==> src/rtl/snake_pkg.sv <==
// Shared encodings for the snake head scheduler: directions, grid defaults
// and the step sequencer state encoding.
package snake_pkg;

  localparam int CELL_PX    = 16;
  localparam int GRID_W_DEF = 640 / CELL_PX;
  localparam int GRID_H_DEF = 480 / CELL_PX;

  localparam logic [1:0] DIR_RIGHT = 2'd0;
  localparam logic [1:0] DIR_DOWN  = 2'd1;
  localparam logic [1:0] DIR_LEFT  = 2'd2;
  localparam logic [1:0] DIR_UP    = 2'd3;

  typedef enum logic [1:0] {
    ST_IDLE    = 2'd0,
    ST_LATCH   = 2'd1,
    ST_MOVE    = 2'd2,
    ST_PUBLISH = 2'd3
  } state_e;

  // Opposite directions differ only in the upper encoding bit.
  function automatic logic is_reverse(input logic [1:0] a, input logic [1:0] b);
    return (a ^ b) == 2'b10;
  endfunction

endpackage

==> src/rtl/frame_tick_gen.sv <==
// Frame counter driven by the vsync falling edge; raises a step request every
// FRAMES_PER_STEP unpaused frames and holds it until the sequencer takes it.
module frame_tick_gen
  import snake_pkg::*;
#(
  parameter int FRAMES_PER_STEP = 8
) (
  input  logic       iCLK,
  input  logic       iRST_N,
  input  logic       iVGA_V_SYNC,
  input  logic       iPause,
  input  logic       i_take,
  output logic [7:0] o_frame_cnt,
  output logic       o_step_pend
);

  localparam logic [7:0] CNT_LAST = 8'(FRAMES_PER_STEP - 1);

  logic       r_vs_d;
  logic [7:0] r_frame_cnt;
  logic       r_step_req;
  logic       w_tick;
  logic       w_count;
  logic       w_set;

  assign w_tick  = r_vs_d & ~iVGA_V_SYNC;
  assign w_count = w_tick & ~iPause;
  assign w_set   = w_count & (r_frame_cnt == CNT_LAST);

  // The terminal tick itself is visible to an idle sequencer so the step
  // launches in the very next cycle instead of waiting on the register.
  assign o_step_pend = r_step_req | w_set;
  assign o_frame_cnt = r_frame_cnt;

  always_ff @(posedge iCLK or negedge iRST_N) begin
    if (!iRST_N) begin
      r_vs_d      <= 1'b1;
      r_frame_cnt <= '0;
      r_step_req  <= 1'b0;
    end else begin
      r_vs_d     <= iVGA_V_SYNC;
      r_step_req <= (r_step_req | w_set) & ~i_take;
      if (w_count) begin
        r_frame_cnt <= (r_frame_cnt == CNT_LAST) ? 8'd0 : r_frame_cnt + 8'd1;
      end
    end
  end

endmodule

==> src/rtl/snake_head_scheduler.sv <==
// Steps the snake head one grid cell per FRAMES_PER_STEP frames and publishes
// coordinates and direction together in a single cycle.
module snake_head_scheduler
  import snake_pkg::*;
#(
  parameter int GRID_W          = GRID_W_DEF,
  parameter int GRID_H          = GRID_H_DEF,
  parameter int FRAMES_PER_STEP = 8
) (
  input  logic       iCLK,
  input  logic       iRST_N,
  input  logic       iVGA_V_SYNC,
  input  logic       iPause,
  input  logic       iDir_Valid,
  input  logic [1:0] iDir,
  output logic       oDir_Ready,
  output logic [5:0] oHead_X,
  output logic [4:0] oHead_Y,
  output logic [1:0] oDir,
  output logic       oStep,
  output logic [7:0] oFrame_Cnt
);

  localparam logic [5:0] X_MAX = 6'(GRID_W - 1);
  localparam logic [4:0] Y_MAX = 5'(GRID_H - 1);
  localparam logic [5:0] X_RST = 6'(GRID_W / 2);
  localparam logic [4:0] Y_RST = 5'(GRID_H / 2);

  state_e     r_state;
  state_e     w_state_nxt;
  logic       w_take;
  logic       w_step_pend;
  logic [1:0] r_cur_dir;
  logic [1:0] r_pend_dir;
  logic [5:0] r_nx;
  logic [4:0] r_ny;

  frame_tick_gen #(
    .FRAMES_PER_STEP(FRAMES_PER_STEP)
  ) u_tick (
    .iCLK        (iCLK),
    .iRST_N      (iRST_N),
    .iVGA_V_SYNC (iVGA_V_SYNC),
    .iPause      (iPause),
    .i_take      (w_take),
    .o_frame_cnt (oFrame_Cnt),
    .o_step_pend (w_step_pend)
  );

  assign oDir_Ready = (r_state == ST_IDLE);

  always_ff @(posedge iCLK or negedge iRST_N) begin
    if (!iRST_N) r_state <= ST_IDLE;
    else         r_state <= w_state_nxt;
  end

  always_comb begin
    w_state_nxt = r_state;
    w_take      = 1'b0;
    unique case (r_state)
      ST_IDLE: begin
        if (w_step_pend) begin
          w_take      = 1'b1;
          w_state_nxt = ST_LATCH;
        end
      end
      ST_LATCH:   w_state_nxt = ST_MOVE;
      ST_MOVE:    w_state_nxt = ST_PUBLISH;
      ST_PUBLISH: w_state_nxt = ST_IDLE;
      default:    w_state_nxt = ST_IDLE;
    endcase
  end

  always_ff @(posedge iCLK or negedge iRST_N) begin
    if (!iRST_N) begin
      r_cur_dir  <= DIR_RIGHT;
      r_pend_dir <= DIR_RIGHT;
      r_nx       <= X_RST;
      r_ny       <= Y_RST;
      oHead_X    <= X_RST;
      oHead_Y    <= Y_RST;
      oDir       <= DIR_RIGHT;
      oStep      <= 1'b0;
    end else begin
      oStep <= 1'b0;
      unique case (r_state)
        ST_IDLE: begin
          if (iDir_Valid) r_pend_dir <= iDir;
        end
        ST_LATCH: begin
          // A reversal would run the head into its own neck; drop it.
          if (!is_reverse(r_pend_dir, r_cur_dir)) begin
            r_cur_dir <= r_pend_dir;
          end else begin
            r_pend_dir <= r_cur_dir;
          end
        end
        ST_MOVE: begin
          r_nx <= oHead_X;
          r_ny <= oHead_Y;
          case (r_cur_dir)
            DIR_RIGHT: r_nx <= (oHead_X == X_MAX) ? 6'd0 : oHead_X + 6'd1;
            DIR_LEFT:  r_nx <= (oHead_X == 6'd0)  ? X_MAX : oHead_X - 6'd1;
            DIR_DOWN:  r_ny <= (oHead_Y == Y_MAX) ? 5'd0 : oHead_Y + 5'd1;
            DIR_UP:    r_ny <= (oHead_Y == 5'd0)  ? Y_MAX : oHead_Y - 5'd1;
            default:   r_nx <= oHead_X;
          endcase
        end
        ST_PUBLISH: begin
          oHead_X <= r_nx;
          oHead_Y <= r_ny;
          oDir    <= r_cur_dir;
          oStep   <= 1'b1;
        end
        default: oStep <= 1'b0;
      endcase
    end
  end

endmodule

==> config.mk <==
export PLATFORM = sky130hd
export DESIGN_NAME = snake_head_scheduler
export DESIGN_NICKNAME = d
export VERILOG_FILES = /design/src/rtl/snake_pkg.sv /design/src/rtl/frame_tick_gen.sv /design/src/rtl/snake_head_scheduler.sv
export SDC_FILE = /design/constraint.sdc
export NUM_CORES = 1
export LEC_CHECK = 0
export CAP_MARGIN = 20
export CORE_UTILIZATION = 35
export DETAILED_ROUTE_END_ITERATION = 12
export GPL_TIMING_DRIVEN = 0
export HOLD_SLACK_MARGIN = 0.12
export SLEW_MARGIN = 15
export SYNTH_ARGS = -nofsm -noshare
export SYNTH_HDL_FRONTEND = slang
export SYNTH_SLANG_ARGS = --single-unit
==> constraint.sdc <==
create_clock -name iCLK -period 1.53 [get_ports iCLK]
set_input_delay 0.153 -clock iCLK [delete_from_list [all_inputs] [get_ports iCLK]]
set_output_delay 0.153 -clock iCLK [all_outputs]
set_load 0.02 [all_outputs]
# == Word-level counts from Yosys, hierarchy flattened ==
# Cells that the tools add are included.
# op_classes
n_reduce_logical,6
n_mul,0
n_eq_ne,12
addsub,5
n_mux,15
n_lt_le_gt_ge,0
div_mod_pow,0
shift,0
n_bitwise,9
# ops
operator,n
6-bit two-way mux,2
6-bit case mux with 2 select lines,1
2-bit equality test (second input constant),5
5-bit two-way mux,2
5-bit case mux with 2 select lines,1
8-bit by 1-bit adder with 8-bit output (second input constant),1
8-bit by 3-bit equality test with 1-bit output (second input constant),1
8-bit two-way mux,1
2-bit case mux with 4 select lines,1
6-bit by 1-bit adder with 6-bit output (second input constant),1
6-bit equality test (second input constant),1
6-bit logical NOT,1
2-bit two-way mux,3
6-bit by 1-bit subtractor with 6-bit output (second input constant),1
5-bit by 1-bit adder with 5-bit output (second input constant),1
5-bit equality test (second input constant),1
5-bit logical NOT,1
5-bit by 1-bit subtractor with 5-bit output (second input constant),1
1-bit bitwise AND,4
2-bit by 1-bit equality test with 1-bit output (second input constant),2
2-bit logical NOT,2
2-bit case mux with 2 select lines,1
1-bit two-way mux,3
1-bit inverter,3
other kinds (6),6
# totals
latch_bits,0
mem_count,0
mem_bits_rw,0
word_cells,59
mem_bits_ro,0
regBits,41
out_inout_bits,23

# == Depth between registers and ports, before layout ==
# depth
ltp_word,9
depth_mapped,7
mapped_depth_nobuf,6

# == Modules after synthesis ==
# A second synthesis with hierarchy kept.
# hier_totals
cells_unflattened,241
hier_area_um2,2359.8
# modules_own_cells
mod,n_inst,area_per_inst_um2,cells_each,seq_area_each_um2
snake_head_scheduler,1,1889.3,198,790.8
frame_tick_gen,1,470.5,43,251.5

# == Least setup slack after synthesis ==
# No wires, ideal clock.
# synth_timing
path_kind,register to register
start,register oHead_X[0]
end,register r_nx[4]
arrival_time_ps,1656
path_slack_ps,-204
required_time_ps,1453
synth_period_minus_slack_ps,1734
stages_incl_launch_ff,7
path_cell_list,dfrtp_1 > inv_1 > ha_1 > or4b_4 > nor3b_2 > o21ai_1 > a31oi_1
# synth_via
elab_chain_len,3
word_cells_on_any_way,7
# synth_lines
element,line,source
"start, declared",snake_head_scheduler.sv:17,"output logic [5:0] oHead_X,"
"start signal, assigned",snake_head_scheduler.sv:110,oHead_X <= r_nx;
6-bit by 1-bit subtractor with 6-bit output (tied with other cells),snake_head_scheduler.sv:103,DIR_LEFT: r_nx <= (oHead_X == 6'd0) ? X_MAX : oHead_X - 6'd1;
"6-bit two-way mux, on equally long branches","snake_head_scheduler.sv:103, snake_head_scheduler.sv:102",
6-bit case mux with 2 select lines *,snake_head_scheduler.sv:101,case (r_cur_dir)
"end signal, assigned",snake_head_scheduler.sv:102,DIR_RIGHT: r_nx <= (oHead_X == X_MAX) ? 6'd0 : oHead_X + 6'd1;
"end signal, assigned",snake_head_scheduler.sv:103,
"end signal, assigned",snake_head_scheduler.sv:106,default: r_nx <= oHead_X;
"end, declared",snake_head_scheduler.sv:35,logic [5:0] r_nx;
# Mark *: on every way between the ends. The rest lies on a longest branch, timed or not.
# A chain may end at the register's enable or synchronous reset.

# == Worst setup path after layout ==
# Same ends and word-level chain as after synthesis.

==> results.toml <==
[outcome]
run_status = "finished, violations left"
failed_checks = "negative setup slack"

[worst_setup_path]
r2r-start = "oHead_X[0]$_DFFE_PN0P_"
worstRegToRegCells = 6
crit_arrival_ns = 1.87
critPathCapture = "r_nx[4]$_DFFE_PN1P_"
critical_path.max_fanout = 3
critical_path.reg2reg.endpoint = "r_nx[4]$_DFFE_PN1P_"
setup.reg_to_reg.worst_slack_ns = -0.10
criticalPathCategory = "flop to flop"
startpoint_type = "flop"
worstSetupEndpointType = "flop"
cp.required_ns = 1.77
crit_path_start = "oHead_X[0]$_DFFE_PN0P_"

[cts]
clk_path_buf_depth = 2
clkTransAtPathRegs_ns = 0.10
cts-buffers-inserted = 5
worstSkewPairLatency_ns = 0.32
root_buffer_master = "sky130_fd_sc_hd__clkbuf_8"
tritoncts = "done"
number_of_clock_sinks = 41
cts.htree.levels = 2

[sta]
fin_hold_ws_ns = 0.2827
share_of_the_clock_period_used_by_the_worst_path_pct = 106.6
rsz0062_at_grt = "true"
min_period_ns = 1.631
relSlewSlack_pct = 76.22
worstMarginPinSlew_ns = 0.3567
fin_worst_skew_ns = 0.01689
achievable-frequency_mhz = 613.1
report.final.hold_viol_count = 0
final_number_of_setup_violating_endpoints = 6
postLayoutSetupSlackWorst_ns = -0.1011
slew_violations = 0

[grt]
pin_count_of_the_biggest_net_entering_global_routing = 29
antenna_found_initial = 0
grt.overflow.total = 0
via_count_of_the_first_global_routing_pass = 1803
gr-usage-all-layers_pct = 17.53
grt_pass1_wl_um = 8914

[yosys]
net_count_after_synthesis = 245
synth-edff-count = 0
synth-seq-cells = 41
synthesis.area_um2 = 2263
post-synth-top-area-cell = "sky130_fd_sc_hd__dfrtp_1"
postSynth.topFlopCell = "sky130_fd_sc_hd__dfrtp_1"
asyncSetResetFlopFracSynth_pct = 100.0
seq_area_frac_synth_pct = 46.05
synthDominantCellAreaShare_pct = 30.96
ys.warnings.count = 0
yosys-top-cells-area = "sky130_fd_sc_hd__dfrtp_1 (31%), sky130_fd_sc_hd__dfstp_2 (15%), sky130_fd_sc_hd__ha_1 (5.5%)"
post_synth_inst_count = 228
synth_cell_types = 48
syn-mean-instance-area_um2 = 9.927

[place]
hpwlAfterDp_um = 3423
placed_area_um2 = 2726
port_buffers = 29
dpl.cell_count = 333
gp_congestion = 0.8065

[route]
wl_per_cell_um = 14.97
drc = 0
antenna_violating_nets_post_route = 0
initialDrtViolationCount = 114
via_count = 1904
totalWireLength_um = 5420
router_iterations_before_antenna_repair = 4
via_per_inst = 5.260

[layout]
final_core_utilization_pct = 51.49
layout-drive-gt1-share_pct = 36.24
most_common_cell_after_layout_fill_and_taps_aside = "sky130_fd_sc_hd__dfrtp_1"
final_cell_area_um2 = 3120
area_growth_syn_to_layout_pct = 37.87
design.final.nets = 303
fill_cells = 560
finish.cell_count_without_fillers = 362
layout_common_cells = "sky130_fd_sc_hd__dfrtp_1 (23), sky130_fd_sc_hd__nor2_1 (21), sky130_fd_sc_hd__buf_4 (19)"
multi_input_area_um2 = 1251
diode_insertion_count_for_antenna_repair = 0
ff_latch_area_um2 = 1049

[floorplan]
core_area_um2 = 6061
die_width_um = 82.42
die_h_um = 82.42
pin_count = 30
dieArea_um2 = 6792
row_count = 28
initial_utilization_pct = 37.35

[power_and_ir_drop]
power.share.combinational_pct = 56.8
static_leakage_nw = 1.373
power.switching_fraction_pct = 42.89
power.ir.vdd_worst_v = 0.001108
power.density_cell_area_nw_per_um2 = 2060
power.share.clock_pct = 11.9
power_switching_w = 0.002757
power.share.sequential_pct = 31.3
power.internal_w = 0.003671

[run]
max_cap_viol_count = 0

[min_path]
timing.hold.worst.class = "input port to asynchronous set/reset pin"
## power by group through the flow
| stage | registers, W | logic (W) | clock network, W |
|---|---|---|---|
| finish | 0.00201 | 0.00365 | 0.000764 |
| global route | 0.00208 | 0.00404 | 0.000813 |
| CTS | 0.00199 | 0.00349 | 0.000778 |
| detailed placement | 0.00205 | 0.00318 | 0 |
| global placement | 0.00204 | 0.00315 | 0 |
| floorplan | 0.00223 | 0.00197 | 0 |
## through the flow
step	setup TNS [ns]	setup slack, ns	power (W)
floorplan	-0.5567	-0.1111	0.004209
detailed placement	-4.039	-0.2966	0.005233
CTS	-0.3833	-0.09981	0.006264
global route	-1.039	-0.2005	0.006939
global placement	-31.24	-0.9451	0.005193
finish	-0.3755	-0.1011	0.006428
## state kept, by name, summed over array words and instances, names as in the netlist, 5 cells and up
signal / count
oHead_Y: 5
r_ny: 5
oHead_X: 6
r_nx: 6
u_tick.o_frame_cnt: 8
## synthesized netlist by cell type, types with 2 or more instances
cell type	n
sky130_fd_sc_hd__mux2_2	11
sky130_fd_sc_hd__and3_1	3
sky130_fd_sc_hd__a221oi_1	2
sky130_fd_sc_hd__buf_6	4
sky130_fd_sc_hd__o21ai_1	2
sky130_fd_sc_hd__nor3_1	2
sky130_fd_sc_hd__a31oi_1	7
sky130_fd_sc_hd__nand3_1	9
sky130_fd_sc_hd__dfstp_2	13
sky130_fd_sc_hd__clkbuf_2	2
sky130_fd_sc_hd__nor2_1	21
sky130_fd_sc_hd__o211ai_1	3
sky130_fd_sc_hd__nand2_1	18
sky130_fd_sc_hd__ha_1	10
sky130_fd_sc_hd__xnor2_1	10
sky130_fd_sc_hd__nand4_1	3
sky130_fd_sc_hd__inv_1	15
sky130_fd_sc_hd__nand2b_1	4
sky130_fd_sc_hd__dfrtp_1	28
sky130_fd_sc_hd__a22oi_1	2
sky130_fd_sc_hd__buf_2	4
sky130_fd_sc_hd__a21oi_1	9
sky130_fd_sc_hd__o31ai_1	2
sky130_fd_sc_hd__xor2_1	2
sky130_fd_sc_hd__o21ai_0	14
sky130_fd_sc_hd__clkbuf_1	3
sky130_fd_sc_hd__nor3b_2	2
sky130_fd_sc_hd__o221ai_1	3
## routing by layer
| metal | share of wire [%] | track usage (%) | vias up | wire (um) |
|---|---|---|---|---|
| met5 | 0 | 0 | - | 0 |
| met4 | 1.7 | 8.246 | 0 | 91 |
| met3 | 4.1 | 2.967 | 10 | 222 |
| met2 | 47 | 27.11 | 54 | 2539 |
| met1 | 47 | 23.75 | 922 | 2566 |
| li1 | - | - | 918 | - |
## worst min-delay path by stage
stage	start	endpoint	slack, ns	depth (start not counted)
after floorplan	iRST_N	oDir[0]$_DFFE_PN0P_	-0.14	0
after global placement	r_ny[0]$_DFFE_PN1P_	r_ny[0]$_DFFE_PN1P_	0.46	2
after detailed placement	iRST_N	oHead_X[3]$_DFFE_PN0P_	0.08	1
after CTS	iRST_N	oHead_X[3]$_DFFE_PN0P_	0.29	2
after global routing	iVGA_V_SYNC	u_tick.r_vs_d$_DFF_PN1_	0.32	1
final	iRST_N	oHead_X[3]$_DFFE_PN0P_	0.28	2
## logic make-up (layout without fill, tap and decap cells)
| family | after synthesis | after routing | synth area share (%) |
|---|---|---|---|
| mux | 12 | 12 | 5.915 |
| simple gates | 73 | 73 | 17.03 |
| xor+xnor | 12 | 12 | 4.643 |
| buf+inv | 29 | 88 | 6.467 |
| compound gates | 51 | 51 | 14.37 |
| fa+ha+maj | 10 | 10 | 5.528 |
| flops | 41 | 41 | 46.05 |
## what timing repair did
item	in CTS	in global routing
hold buffers	1	0
endpoints found under the setup margin	41	24
resized for setup	39	24
hold endpoints to repair	37	0
cloned	0	0
pin swaps	12	20
buffers inserted	14	7
## layout make-up
class / count / share of cell area [%]
Buffer: 12 / 3.408
Clock buffer: 5 / 2.205
Clock inverter: 3 / 0.8019
Inverter: 16 / 2.005
Multi-Input combinational cell: 158 / 40.10
Sequential cell: 41 / 33.60
Tap cell: 75 / 3.007
Timing Repair Buffer: 52 / 14.88
## worst max-delay path: stages, from the launching register on
cell and delay (ns):
sky130_fd_sc_hd__dfrtp_2 0.43, sky130_fd_sc_hd__inv_2 0.08, sky130_fd_sc_hd__ha_4 0.12, sky130_fd_sc_hd__or4b_4 0.48, sky130_fd_sc_hd__nor3b_2 0.21, sky130_fd_sc_hd__o21ai_1 0.07
sky130_fd_sc_hd__a31oi_1 0.16
Note: power is estimated with default switching activity, not from simulation.
